File: src/rtl/threshold_compress.sv
// Purpose: thresholds signed preactivations into trits and packs N_TRITS of them base-3 into one output word.
// Latency: data_o/compreg_full_o valid right after the edge capturing the last trit of a group; ready_o strobes one cycle.
// Backpressure: none; enable_i may be asserted every cycle or with arbitrary gaps.
module threshold_compress #(
    parameter int OUTPUT_WIDTH = 8
) (
    input  logic                    clk_i,
    input  logic                    rst_ni,
    input  logic [31:0]             data_i,
    input  logic [31:0]             thresholds_i,
    input  logic                    enable_i,
    output logic [OUTPUT_WIDTH-1:0] data_o,
    output logic                    ready_o,
    output logic                    compreg_full_o
);

    localparam int COMPREG_WIDTH = OUTPUT_WIDTH * 5 / 4;
    localparam int N_TRITS       = COMPREG_WIDTH / 2;
    localparam int CNT_W         = $clog2(N_TRITS + 1);

    localparam logic [1:0] TRIT_POS  = 2'b01;
    localparam logic [1:0] TRIT_NEG  = 2'b11;
    localparam logic [1:0] TRIT_ZERO = 2'b00;

    logic signed [31:0] data_s;
    logic signed [31:0] thr_hi;
    logic signed [31:0] thr_lo;
    logic [1:0]         trit_code;

    logic [COMPREG_WIDTH-1:0] compreg_d, compreg_q;
    logic [CNT_W-1:0]         cnt_d, cnt_q;
    logic [OUTPUT_WIDTH-1:0]  data_d, data_q;
    logic                     ready_d, ready_q;
    logic                     full_d, full_q;

    assign data_s = data_i;
    assign thr_hi = {{16{thresholds_i[31]}}, thresholds_i[31:16]};
    assign thr_lo = {{16{thresholds_i[15]}}, thresholds_i[15:0]};

    // +1 is tested first so an inverted threshold pair still resolves deterministically
    always_comb begin
        trit_code = TRIT_ZERO;
        if (data_s > thr_hi) begin
            trit_code = TRIT_POS;
        end else if (data_s < thr_lo) begin
            trit_code = TRIT_NEG;
        end
    end

    // Horner evaluation from the most significant slot; slot 0 is the least significant digit
    function automatic logic [OUTPUT_WIDTH-1:0] pack(input logic [COMPREG_WIDTH-1:0] c);
        logic [OUTPUT_WIDTH-1:0] acc;
        acc = '0;
        for (int k = N_TRITS - 1; k >= 0; k--) begin
            acc = acc * OUTPUT_WIDTH'(3);
            case (c[2*k +: 2])
                TRIT_POS: acc = acc + OUTPUT_WIDTH'(2);
                TRIT_NEG: acc = acc;
                default:  acc = acc + OUTPUT_WIDTH'(1);
            endcase
        end
        return acc;
    endfunction

    always_comb begin
        compreg_d = compreg_q;
        cnt_d     = cnt_q;
        data_d    = data_q;
        ready_d   = 1'b0;
        full_d    = full_q;
        if (enable_i) begin
            if (cnt_q == CNT_W'(N_TRITS)) begin
                compreg_d      = '0;
                compreg_d[1:0] = trit_code;
                cnt_d          = CNT_W'(1);
                full_d         = 1'b0;
            end else begin
                for (int k = 0; k < N_TRITS; k++) begin
                    if (cnt_q == CNT_W'(k)) begin
                        compreg_d[2*k +: 2] = trit_code;
                    end
                end
                cnt_d = cnt_q + CNT_W'(1);
                if (cnt_q == CNT_W'(N_TRITS - 1)) begin
                    full_d  = 1'b1;
                    ready_d = 1'b1;
                    data_d  = pack(compreg_d);
                end
            end
        end
    end

    always_ff @(posedge clk_i or negedge rst_ni) begin
        if (!rst_ni) begin
            compreg_q <= '0;
            cnt_q     <= '0;
            data_q    <= '0;
            ready_q   <= 1'b0;
            full_q    <= 1'b0;
        end else begin
            compreg_q <= compreg_d;
            cnt_q     <= cnt_d;
            data_q    <= data_d;
            ready_q   <= ready_d;
            full_q    <= full_d;
        end
    end

    assign data_o         = data_q;
    assign ready_o        = ready_q;
    assign compreg_full_o = full_q;

endmodule

File: config.mk
export PLATFORM = sky130hd
export DESIGN_NAME = threshold_compress
export DESIGN_NICKNAME = d
export VERILOG_FILES = /design/src/rtl/threshold_compress.sv
export SDC_FILE = /design/constraint.sdc
export NUM_CORES = 1
export LEC_CHECK = 0
export BUFFER_PORTS_ARGS = -buffer_cell sky130_fd_sc_hd__buf_2
export CORE_MARGIN = 2
export CORE_UTILIZATION = 30
export CTS_CLUSTER_DIAMETER = 120
export CTS_CLUSTER_SIZE = 16
export DETAILED_ROUTE_END_ITERATION = 7
export PLACE_DENSITY_LB_ADDON = 0.2
export SYNTH_ARGS = -nofsm -noshare
export SYNTH_HDL_FRONTEND = slang
export SYNTH_SLANG_ARGS = --single-unit
export TNS_END_PERCENT = 10
File: constraint.sdc
create_clock -name clk_i -period 6.4 [get_ports clk_i]
set_input_delay 0.64 -clock clk_i [delete_from_list [all_inputs] [get_ports clk_i]]
set_output_delay 0.64 -clock clk_i [all_outputs]
set_load 0.01 [all_outputs]
==> metrics.md <==
| Metric | Value |
|---|---|
| Nets | around 870 |
| Worst slew pin tran | around 640 ps |
| Ys Warns | 0 |
| Chip Width | roughly 120 µm |
| Layout cells sized above 1 | between 30% and 40% |
| Vias in the first global route | approximately 4400 |
| Routability cong. | approximately 0.91 |
| Slew Viols, Final | 0 |
| Final setup fails | 6 |
| Slowest Stage Delay on Critical Path | roughly 430 ps |
| Max_cap viols | 0 |
| Die area | ~0.015 mm² |
| WL/cell | 12.94 µm |
| Achievable Freq | 129.6 MHz |
| Pin count of the biggest net entering global routing | 24 |
| Post-synth EDFFs | 0 |
| Max clock buf depth | 2 |
| Commonest non-fill, non-tap cell in the layout | buf_4 |
| Root Driver | clkbuf_16 |
| IO Pins | 77 |
| Synth area leaders | ha_1 (26%), dfrtp_1 (14%), a21oi_1 (5.5%) |
| Top_reg_cell synth | dfrtp_1 |
| Mapped cell area | 0.004154 mm² |
| CTS tree | built |
| DRC | 0 |
| Most frequent cells in the layout | buf_4 (121), ha_1 (83), buf_2 (76) |
| Antenna Violating Nets Remaining | 0 |
| CP Max Fanout | 17 |
| Yosys cell types | 78 |
| Final core occ | between 40 and 50% |
| Failing checks | negative setup slack |
| Initial core utilization | a little under a third |
| Reg-to-reg endpoint | data_o[7] |
| Final period utilization | 120.5% |
| Setup CP Type | in -> reg |
| DP HPWL | approximately 9700 µm |
| CP required | ~6500 ps |
| Max Clock Skew | 3.051 ps |
| Top cell type's share of synthesized area | a little over a quarter |
| Clock transition at path regs | approximately 60 ps |
| Via Count | around 4300 |
| Slew HR | 57.00% |
| Syn_area_per_cell | approximately 8 µm² |
| CP arrival | between 7000 and 8000 ps |
| Hold Buf Count CTS | 0 |
| # diodes | 0 |
| Synthesized instance count | between 500 and 600 |
| R2R setup slack | -410 ps |
| Die Ht | 121.7 µm |
| FP Rows | between 40 and 50 |
| Async S/R FF share, synth | between 90% and 100% |
| Final min period | about 7700 ps |
| Routed WL | about 11000 µm |
| Worst r2r src | cnt_q[0] |
| Crit path max-delay cell type | fa_1 |
| Type of the worst min-delay path | in -> async |
| Outcome | finished with violations |
| First-pass GRT wire length | a little under 20000 µm |
| Yosys top cell by area | ha_1 |
| Drt pass-1 iters | 4 |
| Port-buffer cells | 76 |
| CTS sink cnt | 23 |
| Starting DRT DRC Count | slightly below 200 |
| Final worst slack | -1315 ps |
| Reg2Reg Depth | 32 |
| RSZ-0062 raised after global routing | true |
| Initial antenna violation count | 0 |
| H-Tree Depth | 1 |
| Sequential share of the synthesized area | between 10% and 20% |
| CTS Buf Count | 3 |
| Critical Path Start Type | primary input |
| Final Hold Fails | 0 |
| Seq cells post-synth | 23 |
| Area Growth Syn to Fin | 42.35% |
| Endpoint class of the critical path | flop |
| Clk_lat worst skew | roughly 260 ps |
| CORE AREA | about 0.013 mm² |
| Remaining global-route overflow | 0 |
| GRT Total Usage | between 10% and 20% |
| Vias/cell | about 4.8 |
-- Yosys cell counts (5+ instances only) --
library cell and n:
ha_1 87, inv_1 56, nand2_1 50, a21oi_1 46, nor2_1 29, o21ai_0 25, xnor2_1 24, dfrtp_1 23
a21o_1 12, nand3_1 12, nand4_1 12, xor2_1 9, nor3_1 6, and2_1 5, mux2i_1 5, o21ai_1 5
o21bai_1 5
-- critical path: cells and delay by family --
family	cells	cell delay, ps
compound gates	13	2280
fa+ha+maj	7	2090
simple gates	7	1420
xor+xnor	5	750
buf+inv	7	620
-- stage by stage --
| stage | cells | setup TNS [ps] | setup WS [ps] | instance area, µm² | hold slack, ps |
|---|---|---|---|---|---|
| finish | 887 | -4262 | -1315 | 5913 | 363.4 |
| global route | 887 | -6636 | -1744 | 5913 | 405.2 |
| CTS | 885 | -4698 | -1389 | 5811 | 385.3 |
| detailed placement | 876 | -6856 | -1945 | 5649 | 466.4 |
| global placement | 876 | -5861 | -1714 | 5649 | 461.1 |
| floorplan | 517 | -4604 | -1716 | 4214 | 344.4 |
-- per-layer routing --
layer	wire [µm]	vias up	global-route usage [%]	part of all wire, %
met4	100	0	2.945	0.87
li1	-	2246	-	-
met1	5528	1948	21.46	48
met5	0	-	0	0
met3	298	10	0.9831	2.6
met2	5551	62	28.05	48
-- timing repair --
action | CTS | global route
pin swaps | 13 | 15
setup buffers | 5 | 2
gates resized for setup | 11 | 18
gates cloned | 0 | 0
endpoints found under the setup margin | 6 | 6
-- logic make-up (layout without fill, tap and decap cells) --
group,count (synthesis),after routing,share of synthesized area [%]
multiplexers,9,9,2.379
AND/OR/NAND/NOR,158,158,20.66
buffers and inverters,66,260,6.626
flip-flops,23,23,13.86
XOR/XNOR,34,34,7.350
other,1,2,0.09027
adder cells (fa/ha/maj),90,90,27.65
AO/OA/AOI/OAI,135,135,21.39
-- state kept, by name, indices dropped and copies added (netlist names) --
| name | cells |
|---|---|
| cnt_q | 3 |
| compreg_full_o | 1 |
| compreg_q | 10 |
| data_o | 8 |
| ready_o | 1 |
-- worst max-delay path by stage --
stage | slack (ps) | startpoint | end | cells past startpoint
after floorplan | -1720 | thresholds_i[15] | data_o[7] | 37
after global placement | -1710 | thresholds_i[15] | data_o[7] | 38
after detailed placement | -1950 | thresholds_i[15] | data_o[7] | 38
after CTS | -1390 | thresholds_i[15] | data_o[7] | 38
after global routing | -1740 | thresholds_i[15] | data_o[7] | 39
final | -1310 | thresholds_i[15] | data_o[7] | 39
-- area by class of cell --
cell class,instances,area (µm²)
clock buffer,3,75.07
clock inverter,1,5.005
fill,1354,7487
inverter,57,221.5
multi-input combinational,428,3487
sequential,23,575.6
tap,176,220.2
timing repair buffer,199,1329
Power is left out: the tool's default activity adds up to more than one toggle a clock period on the data nets, which glitch-free logic cannot reach.
